<file path="config.mk">
export PLATFORM = sky130hd
export DESIGN_NAME = req_encoder_8to3
export DESIGN_NICKNAME = d
export VERILOG_FILES = /design/src/rtl/enc_pkg.sv /design/src/rtl/prio_enc8.sv /design/src/rtl/req_encoder_8to3.sv
export SDC_FILE = /design/constraint.sdc
export NUM_CORES = 1
export LEC_CHECK = 0
export ABC_AREA = 1
export BUFFER_PORTS_ARGS = -buffer_cell sky130_fd_sc_hd__buf_2
export CAP_MARGIN = 20
export CORE_MARGIN = 8
export CORE_UTILIZATION = 30
export DETAILED_ROUTE_END_ITERATION = 8
export PLACE_DENSITY_LB_ADDON = 0.1
export SLEW_MARGIN = 20
export SYNTH_ARGS = -nofsm -noshare
export SYNTH_HDL_FRONTEND = slang
export SYNTH_HIERARCHICAL = 1
export SYNTH_SLANG_ARGS = --single-unit
</file>
<file path="constraint.sdc">
create_clock -name clk -period 2 [get_ports clk]
set_clock_uncertainty 0.05 [all_clocks]
set_input_delay 0.1 -clock clk [delete_from_list [all_inputs] [get_ports clk]]
set_output_delay 0.1 -clock clk [all_outputs]
set_load 0.02 [all_outputs]
</file>
<file path="src/rtl/enc_pkg.sv">
// ============================================================================
// Module   : enc_pkg
// Brief    : Shared widths and FSM state type for the 8-to-3 request encoder.
// Revision : 1.0
// ============================================================================
`default_nettype none

package enc_pkg;

  localparam int VEC_W = 8;
  localparam int IDX_W = 3;

  typedef enum logic [0:0] {
    IDLE  = 1'b0,
    SERVE = 1'b1
  } enc_state_t;

endpackage

`default_nettype wire

</file>
<file path="src/rtl/prio_enc8.sv">
// ============================================================================
// Module   : prio_enc8
// Brief    : Combinational priority encoder; ENC_MSB_FIRST_EN selects the
//            highest set bit, otherwise the lowest set bit wins.
// Revision : 1.0
// ============================================================================
`default_nettype none

module prio_enc8
  import enc_pkg::*;
(
  input  logic [VEC_W-1:0] vec,
  output logic [IDX_W-1:0] idx,
  output logic             found,
  output logic             one
);

  // one is set when exactly a single bit of vec is high
  always_comb begin
    idx   = '0;
    found = |vec;
    one   = found && ((vec & (vec - VEC_W'(1))) == '0);
`ifdef ENC_MSB_FIRST_EN
    for (int i = 0; i < VEC_W; i++) begin
      if (vec[i]) idx = IDX_W'(i);
    end
`else
    for (int i = VEC_W - 1; i >= 0; i--) begin
      if (vec[i]) idx = IDX_W'(i);
    end
`endif
  end

endmodule

`default_nettype wire

</file>
<file path="src/rtl/req_encoder_8to3.sv">
// ============================================================================
// Module   : req_encoder_8to3
// Brief    : Serialises each set bit of an 8-bit request vector into 3-bit
//            indices, one per output handshake. Scan order: ENC_MSB_FIRST_EN.
// Revision : 1.0
// ============================================================================
`default_nettype none

module req_encoder_8to3
  import enc_pkg::*;
(
  input  logic             clk,
  input  logic             rst_n,
  input  logic             in_valid,
  output logic             in_ready,
  input  logic [VEC_W-1:0] in_vec,
  output logic             out_valid,
  input  logic             out_ready,
  output logic [IDX_W-1:0] out_idx,
  output logic             out_last,
  output logic             busy
);

  enc_state_t       state_q, state_d;
  logic [VEC_W-1:0] pending_q, pending_d;

  logic [IDX_W-1:0] w_idx;
  logic             w_found;
  logic             w_one;

  prio_enc8 u_prio_enc8 (
    .vec   (pending_q),
    .idx   (w_idx),
    .found (w_found),
    .one   (w_one)
  );

  // Outputs come straight from registered state and pending_q.
  assign in_ready  = (state_q == IDLE);
  assign out_valid = (state_q == SERVE);
  assign busy      = (state_q == SERVE);
  assign out_idx   = w_idx;
  assign out_last  = (state_q == SERVE) && w_found && w_one;

  always_comb begin
    state_d   = state_q;
    pending_d = pending_q;
    case (state_q)
      IDLE: begin
        // An all-zero vector is accepted but produces nothing.
        if (in_valid && (in_vec != '0)) begin
          pending_d = in_vec;
          state_d   = SERVE;
        end
      end
      SERVE: begin
        if (out_ready) begin
          pending_d = pending_q & ~(VEC_W'(1) << w_idx);
          if (out_last) state_d = IDLE;
        end
      end
      default: begin
        state_d   = IDLE;
        pending_d = '0;
      end
    endcase
  end

  always_ff @(posedge clk or negedge rst_n) begin
    if (!rst_n) begin
      state_q   <= IDLE;
      pending_q <= '0;
    end else begin
      state_q   <= state_d;
      pending_q <= pending_d;
    end
  end

endmodule

`default_nettype wire

</file>
# Yosys cells after proc, flatten, opt, wreduce, memory -nomap -nowiden
# Index checks and enable logic that the tools add are counted.
[word_totals]
reg_bits = 9
input_bits = 12
output_inout_bits = 7
[classes]
addsub = 1
n_eq_ne = 2
n_shift = 1
mux = 15
bitwise_logic = 4
n_reduce_logical = 8
[op_table]
columns = ["operator", "n"]
rows = [
  ["$mux W3", 8],
  ["$and A8 B8 Y8", 2],
  ["$mux W8", 2],
  ["$pmux W8 S2", 1],
  ["$logic_not A8 Y1", 1],
  ["$not A8 Y8", 1],
  ["$reduce_bool A8 Y1", 1],
  ["$reduce_or A8 Y1", 1],
  ["$shl A1 B3 Y8 const A", 1],
  ["$sub A8 B1 Y8 const B", 1],
  ["$logic_and A1 B1 Y1", 4],
  ["$mux W1", 3],
  ["$ne A2 B1 Y1 const B", 1],
  ["$ne A2 B2 Y1 const B", 1],
  ["$pmux W1 S2", 1],
  ["$reduce_and A2 Y1", 1],
  ["$not A1 Y1", 1],
]

# Depth between registers and ports, before layout
[logic_depth]
depth_word = 13
ltp_mapped = 12

# By module
# The synthesis kept the hierarchy.
[by_module_without_submodules]
columns = ["module", "instances", "cells_each", "area_each_um2", "seq_area_each_um2"]
rows = [
  ["req_encoder_8to3", 1, 86, 574.3, 225.2],
  ["prio_enc8", 1, 37, 177.7, 0.0],
]

# Least setup slack after synthesis
# Ideal clock, no wire load.
[synth_timing]
path_kind = "register to register"
start = "register pending_q[1]"
end = "register pending_q[2]"
setup_ns = 0.066
t_arrival_ns = 1.694
t_required_ns = 1.884
path_slack_ns = 0.190
stages_incl_launch_ff = 10
path_buffers = 0
path_cell_list = "dfrtp_1 nor2_4 nand2_1 a21oi_1 inv_1 nand3_1 nand3_1 nand2_1 nand2_1 nand2_1"
[synth_via]
elab_chain_cells = 7
[synth_lines]
columns = ["item", "line_no", "text"]
rows = [
  ["start: declaration", "req_encoder_8to3.sv:25", "logic [VEC_W-1:0] pending_q, pending_d;"],
  ["start signal: assignment", "req_encoder_8to3.sv:75", "pending_q <= pending_d;"],
  ["$mux W3 (2 in a row)", "prio_enc8.sv:29", "if (vec[i]) idx = IDX_W'(i);"],
  ["via out_idx[2]", "req_encoder_8to3.sv:19", "output logic [IDX_W-1:0] out_idx,"],
  ["$shl A1 B3 Y8", "req_encoder_8to3.sv:58", "pending_d = pending_q & ~(VEC_W'(1) << w_idx);"],
  ["$not A8 Y8", "req_encoder_8to3.sv:58", ""],
  ["$and A8 B8 Y8", "req_encoder_8to3.sv:58", ""],
  ["$mux W8", "req_encoder_8to3.sv:57", "if (out_ready) begin"],
  ["$pmux W8 S2", "req_encoder_8to3.sv:48", "case (state_q)"],
]
# The timed path passes the listed nets, and every way through them passes these cells. The select of a mux whose other input is x is not followed.
# A chain may end at the register's enable or synchronous reset.

# Worst setup path in the final report
[layout_timing]
start = "register pending_q[0]"
end = "output out_last"
[layout_via]
elab_chain_cells = 5
elab_cells_between_ends = 7
[layout_lines]
columns = ["item", "line_no", "text"]
rows = [
  ["$sub A8 B1 Y8", "prio_enc8.sv:22", "one = found && ((vec & (vec - VEC_W'(1))) == '0);"],
  ["$and A8 B8 Y8", "prio_enc8.sv:22", ""],
  ["$logic_not A8 Y1", "prio_enc8.sv:22", ""],
  ["$logic_and A1 B1 Y1 (*)", "prio_enc8.sv:22", ""],
  ["via w_one", "req_encoder_8to3.sv:29", "logic w_one;"],
  ["$logic_and A1 B1 Y1 (*)", "req_encoder_8to3.sv:43", "assign out_last = (state_q == SERVE) && w_found && w_one;"],
  ["end: declaration", "req_encoder_8to3.sv:20", "output logic out_last,"],
]
# Mark *: on every way through the listed nets, which the timed path passes. The rest lies on a longest branch.

==> impl_results.md <==
- Max VDD drop: 0.6550 mV
- Hold slack: roughly 62 ps
- Die area: approximately 4400 sq um
- Cell variety after synth: 19
- Top cells by area, synth: dfrtp_1 (30%), nand2_1 (25%), nand3_1 (19%), inv_1 (5.0%), nor2_1 (3.5%)
- Synth warnings: 6
- Num CTS Buffers: 3
- FF+latch count, synth: 9
- PwrDens: 1713 nW/um^2
- Leakage: 0.5132 nW
- Die height: about 66 um
- Antenna viol nets, final: 0
- Core Box Area: ~2400 sq um
- Clock sinks: 9
- Crit path kind: reg -> out
- Post-synth top area share: approximately 30%
- IO buf count: 18
- Dominant cell type by area after synthesis: dfrtp_1
- Vias: 867
- Vias in the first global route: between 800 and 900
- Final instance area: 945.9 sq um
- Sequential Power Share: 23.6%
- Hpwl dp: 1.712 mm
- Synthesis-to-finish area growth: 25.79%
- Largest net degree at the start of global routing: 16
- H-tree Lvls: 1
- Die X: between 60 and 70 um
- Crit path required time: 1850 ps
- Post-synth net total: 135
- Vias per cell: approximately 5
- Area post-placement: between 800 and 900 sq um
- Layout cell share with drive strength beyond 1: between 20 and 25%
- CTS Buffer Depth: 2
- Gate power share: 68.1%
- Post-route setup slack: 160.3 ps
- Final period util: approximately nine tenths
- Fin. Hold Viols: 0
- Netlist Area Pre-Place: about 750 sq um
- Psw: roughly 0.9 mW
- Startpoint Class: flip-flop
- Worst Path Max Fanout: 7
- Slew HR: a little over two thirds
- Post-layout minimum cycle time: 1840 ps
- Max cap viols: 0
- Pre-CTS setup slack: around 210 ps
- Final setup fails: 0
- DRC: 0
- Root cell of the clock tree: clkbuf_4
- GR Overflow Total: 0
- Drt wl/cell: 11.87 um
- Commonest non-fill, non-tap cell in the layout: nand2_1
- Final #Nets: between 150 and 200
- Worst min-delay path category: in -> reg
- Worst Tran Pin Value: 455.3 ps
- Initial core utilization: just over 30%
- Cell internal pwr: 0.7246 mW
- Cell Rows: 18
- Ports: 19
- Run status: finished, final reports clean
- CTS clk-pin slew, worst paths: roughly 60 ps
- Switching share of total power: a little under three fifths
- Final GP Congestion: roughly 0.84
- DR iter-0 viols: 42
- Worst EP arrival: approximately 1700 ps
- Setup TNS: 0 ps
- Clock power frac: approximately 8.3%
- Final core occ: 38.89%
- Cells after synthesis: roughly 120
- Setup crit end kind: output pin
- Antenna cell count: 0
- Seq/Total Area, Yosys: 29.95%
- TritonCTS clock tree: yes
- GRT Total Usage: roughly a tenth
- Initial antenna violation count: 0
- Most frequent cells in the layout: nand2_1 (50), nand3_1 (29), buf_2 (18)
- Pins over their slew limit: 0
- FMAX: roughly 540 MHz
- Worst-skew pair later-pin latency: approximately 250 ps
- Final wirelength: roughly 2.1 mm
- First-pass GRT wire length: approximately 3.5 mm
- Post-Syn Area per Cell: 6.114 sq um
- Number of detailed-route iterations in the first pass: 4
- RSZ-0062 raised after global routing: no
[sequential cells by signal (all words and copies together), names as in the netlist]
name and cells:
pending_q 8, busy 1
[per-layer routing]
layer,track usage [%],vias up,share of wire [%],wire [um]
met5,0,-,0,0
met4,3.200,0,1.3,28
met3,2.712,4,7.0,148
met2,15.59,21,45,948
met1,12.68,394,47,986
li1,-,448,-,-
[path summary, 6_finish.rpt]
kind,cells past startpoint,from,end,slack (ps)
worst max register to register,9,pending_q[0],pending_q[1],190
worst min register to register,2,pending_q[5],pending_q[5],600
min in group asynchronous,2,rst_n,pending_q[0],170
worst min-delay path,4,out_ready,busy,60
worst max-delay path,7,pending_q[0],out_last,160
max in group asynchronous,2,rst_n,pending_q[3],1550
[cell usage after synthesis (all sizes together)]
cell type / n
nor2: 11
inv: 10
dfrtp: 9
nand3: 29
clkinv: 1
and3: 1
a21oi: 2
o21ai: 4
nand4: 1
buf: 2
nand2: 52
a21boi: 1
[cell type report]
cell class	instances	area (sq um)
fillers	262	1486
flip-flops and latches	9	225.2
multi-input cells	101	485.5
clock buffers	4	26.28
inverters	11	41.29
well taps	30	37.54
repair buffers	23	130.1
[through the flow]
step | std cells | power, mW
floorplan | 123 | 1.140
global placement | 173 | 1.480
detailed placement | 173 | 1.454
CTS | 178 | 1.593
global route | 178 | 1.791
finish | 178 | 1.620
[kinds of logic (layout without fill, tap and decap cells)]
logic type	count (synthesis)	after routing	share of synthesized area (%)
buffers and inverters	13	38	7.155
AND/OR/NAND/NOR	94	94	56.41
AO/OA/AOI/OAI	7	7	6.490
flip-flops	9	9	29.95
[power by group through the flow]
stage,clock network [mW],logic (mW),registers [mW]
4_1_cts,0.140,1.08,0.376
6_report,0.134,1.10,0.383
3_3_place_gp,0,1.10,0.384
2_1_floorplan,0,0.777,0.363
3_5_place_dp,0,1.07,0.380
5_1_grt,0.151,1.24,0.400
[critical path: stages (launching register included)]
cell     delay (ps)
dfrtp_1         480
nor2_4          190
o21ai_1          90
nand2_1          70
nand3_1          70
nor2_1          130
and3_1          220
buf_2           180
[timing repair]
item                                   CTS  global route
buffers inserted                         0             0
resized for setup                        0             3
hold buffers                             1             0
endpoints found under the hold margin    9             0
setup endpoints to repair                0             2
No activity file was read; power rests on OpenSTA's default activity.
